**src/rtl/network_source.sv**
```systemverilog
// network_source: dispatch-side input stage.
// Collects a per-run word stream (count C followed by C input indices) from
// the host, ORs the indices into a one-hot fire vector, and hands that vector
// to the network with a valid/ready handshake, one vector per run.
module network_source #(
  parameter int NET_NUM_INP = 8,
  parameter int SRC_WIDTH   = $clog2(NET_NUM_INP + 1)
) (
  input  logic                   clk,
  input  logic                   rst,
  input  logic                   src_valid,
  output logic                   src_ready,
  input  logic [SRC_WIDTH-1:0]   src,
  output logic                   net_valid,
  input  logic                   net_ready,
  output logic [NET_NUM_INP-1:0] net_inp,
  output logic                   err
);

  typedef enum logic [1:0] {
    IDLE     = 2'd0,
    COLLECT  = 2'd1,
    DISPATCH = 2'd2
  } state_t;

  localparam logic [SRC_WIDTH-1:0] NUM_INP_W = SRC_WIDTH'(NET_NUM_INP);
  localparam logic [SRC_WIDTH-1:0] ONE_W     = SRC_WIDTH'(1);

  state_t                   state_reg, state_next;
  logic [SRC_WIDTH-1:0]     remaining_reg, remaining_next;
  logic [NET_NUM_INP-1:0]   net_inp_reg, net_inp_next;
  logic                     err_reg, err_next;

  // One-hot decode of the incoming index; all-zero when the index is out of range.
  logic [NET_NUM_INP-1:0]   hit_vec;
  logic                     src_in_range;
  logic                     count_too_big;

  genvar gi;
  generate
    for (gi = 0; gi < NET_NUM_INP; gi++) begin : g_decode
      assign hit_vec[gi] = (src == SRC_WIDTH'(gi));
    end
  endgenerate

  assign src_in_range  = (src < NUM_INP_W);
  assign count_too_big = (src > NUM_INP_W);

  // Next-state, counter, vector and handshake outputs for the run FSM.
  // The ready/valid outputs depend only on the state, so no combinational
  // path exists from net_ready to net_valid or from src_valid to src_ready.
  always_comb begin
    state_next     = state_reg;
    remaining_next = remaining_reg;
    net_inp_next   = net_inp_reg;
    err_next       = err_reg;
    src_ready      = 1'b0;
    net_valid      = 1'b0;

    case (state_reg)
      IDLE: begin
        src_ready = 1'b1;
        if (src_valid) begin
          remaining_next = src;
          if (src == '0) begin
            // Empty run: dispatch an all-zero vector straight away.
            state_next = DISPATCH;
          end else if (count_too_big) begin
            // Oversized count is clamped so the run still terminates.
            err_next       = 1'b1;
            remaining_next = NUM_INP_W;
            state_next     = COLLECT;
          end else begin
            state_next = COLLECT;
          end
        end
      end

      COLLECT: begin
        src_ready = 1'b1;
        if (src_valid) begin
          // Bad indices are consumed and counted but leave the vector alone.
          if (src_in_range) begin
            net_inp_next = net_inp_reg | hit_vec;
          end else begin
            err_next = 1'b1;
          end
          remaining_next = remaining_reg - ONE_W;
          if (remaining_reg == ONE_W) begin
            state_next = DISPATCH;
          end
        end
      end

      DISPATCH: begin
        net_valid = 1'b1;
        if (net_ready) begin
          net_inp_next = '0;
          state_next   = IDLE;
        end
      end

      default: begin
        state_next = IDLE;
      end
    endcase
  end

  // State, counter, vector and sticky error registers with synchronous reset.
  always_ff @(posedge clk) begin
    if (rst) begin
      state_reg     <= IDLE;
      remaining_reg <= '0;
      net_inp_reg   <= '0;
      err_reg       <= 1'b0;
    end else begin
      state_reg     <= state_next;
      remaining_reg <= remaining_next;
      net_inp_reg   <= net_inp_next;
      err_reg       <= err_next;
    end
  end

  assign net_inp = net_inp_reg;
  assign err     = err_reg;

endmodule
```
**config.mk**
```make
export PLATFORM = sky130hd
export DESIGN_NAME = network_source
export DESIGN_NICKNAME = d
export VERILOG_FILES = /design/src/rtl/network_source.sv
export SDC_FILE = /design/constraint.sdc
export NUM_CORES = 1
export LEC_CHECK = 0
export CELL_PAD_IN_SITES_DETAIL_PLACEMENT = 0
export CELL_PAD_IN_SITES_GLOBAL_PLACEMENT = 2
export CORE_UTILIZATION = 27
export DETAILED_ROUTE_END_ITERATION = 6
export PLACE_DENSITY_LB_ADDON = 0.1
export SYNTH_ARGS = -nofsm -noshare
export SYNTH_HDL_FRONTEND = slang
export SYNTH_SLANG_ARGS = --single-unit
```
**constraint.sdc**
```tcl
create_clock -name clk -period 1.35 [get_ports clk]
set_input_delay 0.2025 -clock clk [delete_from_list [all_inputs] [get_ports clk]]
set_output_delay 0.2025 -clock clk [all_outputs]
set_load 0.1 [all_outputs]
```
==> results.yml <==
detailed_routing:
  firstDrtPassIters: 4
  postRouteAntennaNets: 0
  drc: 0
  viasPerCell: 4.726
  route.vias.total: 690
  wl_um: 1748
  drt_iter0_markers: 8
  avgRoutedWirePerCell_um: 11.97
sta:
  slew_headroom_pct: 80.37
  setup_violations: 0
  max_freq_mhz: 762.3
  worstMarginPinSlew_ps: 291.8
  hold_viol: 0
  slew_violations: 0
  rsz0062_at_grt: "yes"
  fin_worst_skew_ps: 3.808
  fin_crit_ps: 1312
  final.period_utilization_pct: 97.17
  fin_hold_ws_ps: 503.6
logic_synthesis:
  synth_cell_types: 28
  yosys_register_bits: 15
  ys_seq_area_share_pct: 41.31
  synth_compound_area_share_pct: 24.96
  netlist_instances: 81
  synth_top_family_by_area: "simple AND/OR/NAND/NOR gates"
  synth_xor_area_share_pct: 0
  synth_nets: 91
  synthAdderAreaFrac_pct: 3.442
  yosysWarnings: 0
  avgSynthCellArea_um2: 8.975
  synth_area_um2: 726.9
  synthMuxAreaShare_pct: 0
  synth_simple_gate_area_share_pct: 25.99
worst_hold_path:
  min_path_type: "reg -> reg"
pwr:
  power_leakage_nw: 0.4683
  p_int_mw: 0.6946
  pwr_density_cell_nw_per_um2: 827.8
  swShare_pct: 29.71
  vdd_ir_drop_max_mv: 0.7166
  total_power_mw: 0.9881
  power_frac_clock_pct: 26.3
  combPwrFrac_pct: 25.1
  p_sw_mw: 0.2935
  p_seq_share_pct: 48.6
global_routing:
  grt_overflow: 0
  grt_usage_pct: 13.82
  antenna_found_initial: 0
  grt_max_degree: 10
  grt_pass1_vias: 621
  grt_pass1_wl_um: 2808
critical_path:
  required_ps: 1150
  critPathKind: "reg -> out"
  start_kind: "register"
  path_max_fanout: 5
  arrival_ps: 1110
  endpoint_kind: "primary output"
final_layout:
  nFillCells: 233
  final_core_util_pct: 47.75
  largest_reg_flops: 8
  area_growth_pct: 64.20
  drive_above_1_share_pct: 34.48
  fin_nets: 127
  num_antenna_cells: 0
  stdcell_area_um2: 1194
  final_cells: 146
clock_tree:
  hold_buffers: 0
  cts_buffers: 3
  cts.sinks: 15
  cts_tree: "built"
  cts_buffer_depth: 2
  htreeDepth: 1
  clk_latency_ps: 280
  cts-root-buf: "clkbuf_4"
  clk_pin_slew_ps: 90
placement:
  placed_area_um2: 1164
  dp_cells: 142
  gp_congestion: 0.7530
  io_buffers: 18
  hpwl_um: 1387
job:
  cap_violations: 0
floorplanning:
  dieWidth_um: 53.89
  dieArea_um2: 2904
  row_count: 18
  initial_core_util_pct: 29.08
  core_um2: 2500
  die_y_um: 53.89
  io_pins: 19
status:
  status: "finished, final reports clean"
-- area by class of cell --
class / instances / area (um^2) / area share, %
Timing Repair Buffer: 34 / 410.4 / 34.38
Multi-Input combinational cell: 59 / 395.4 / 33.12
Sequential cell: 15 / 305.3 / 25.58
Tap cell: 30 / 37.54 / 3.145
Clock buffer: 4 / 26.28 / 2.201
Inverter: 4 / 18.77 / 1.572
-- per-stage QoR --
step | TNS [ps] | setup WS [ps]
final | 0 | 38.23
after global routing | -12.95 | -12.95
after CTS | 0 | 4.054
after detailed placement | -1362 | -183.6
after global placement | -1247 | -139.4
after floorplan | 0 | 54.08
-- worst max-delay path: stages, from the launching register on --
cell and delay, ps:
dfxtp_2 350, and2b_4 290, buf_12 180
-- timing repair --
action,4_1_cts,5_1_grt
endpoints found under the setup margin,0,3
endpoints found under the hold margin,0,0
buffers inserted,0,0
resized for setup,0,3
-- metal layers --
| metal | GRT usage, % | wire length [um] |
|---|---|---|
| met2 | 19.55 | 678 |
| met5 | 0 | 0 |
| met3 | 6.215 | 101 |
| met4 | 2.632 | 12 |
| met1 | 19.03 | 956 |
-- path summary, 6_finish.rpt --
kind                                        from           end  slack [ps]  cells past startpoint
worst max-delay path                state_reg[0]     net_valid          40                      2
worst min-delay path                state_reg[1]  state_reg[0]         500                      1
worst max register to register  remaining_reg[1]  state_reg[1]         120                      6
worst min register to register      state_reg[1]  state_reg[0]         500                      1
-- cells in the final DEF, fill, tap and decap left out, types with 2 or more instances in the layout --
cell type | synthesis | layout
a211oi_1 | 2 | 2
a21oi_1 | 4 | 4
a22o_1 | 5 | 5
a22oi_1 | 2 | 2
buf_12 | 0 | 11
buf_4 | 1 | 16
clkbuf_4 | 0 | 3
clkdlybuf4s50_1 | 0 | 7
dfxtp_1 | 15 | 11
dfxtp_2 | 0 | 4
ha_1 | 2 | 2
inv_1 | 4 | 3
nand2_1 | 4 | 4
nand2b_1 | 3 | 3
nor2_1 | 9 | 9
nor2b_1 | 3 | 3
nor3_1 | 2 | 2
nor3b_1 | 3 | 3
nor4_1 | 3 | 3
o21a_1 | 4 | 4
o21ai_0 | 4 | 4
-- synthesized netlist by cell type (all sizes together) --
cell type	instances	area, um^2
ha	2	25.02
a31oi	1	6.260
a22o	5	43.79
inv	4	15.01
nor2b	3	18.77
or4	1	7.510
o21a	4	30.03
nor3b	3	22.52
nor3	2	10.01
dfxtp	15	300.3
buf	2	12.51
nor4	4	31.28
a21oi	5	28.78
o21ai	4	20.02
a22oi	3	27.52
a211oi	2	15.01
nand2b	3	18.77
nor4b	1	15.01
nand2	4	15.01
nor2	9	33.78
and3	1	6.260
and2b	1	10.01
clkbuf	1	3.750
a32o	1	10.01
-- power groups by stage --
stage / sequential (mW) / combinational (mW) / clock [mW]
floorplan: 0.514 / 0.106 / 0
global placement: 0.489 / 0.249 / 0
detailed placement: 0.489 / 0.246 / 0
CTS: 0.479 / 0.248 / 0.280
global route: 0.483 / 0.272 / 0.298
finish: 0.480 / 0.248 / 0.260
-- logic make-up (layout without fill, tap and decap cells) --
| group | Yosys count | after routing |
|---|---|---|
| DFF | 15 | 15 |
| AOI/OAI and AO/OA | 25 | 25 |
| adders and majority gates | 2 | 2 |
| buffers and inverters | 7 | 42 |
| and+or+nand+nor | 32 | 32 |
(Power assumes the default switching activity.)
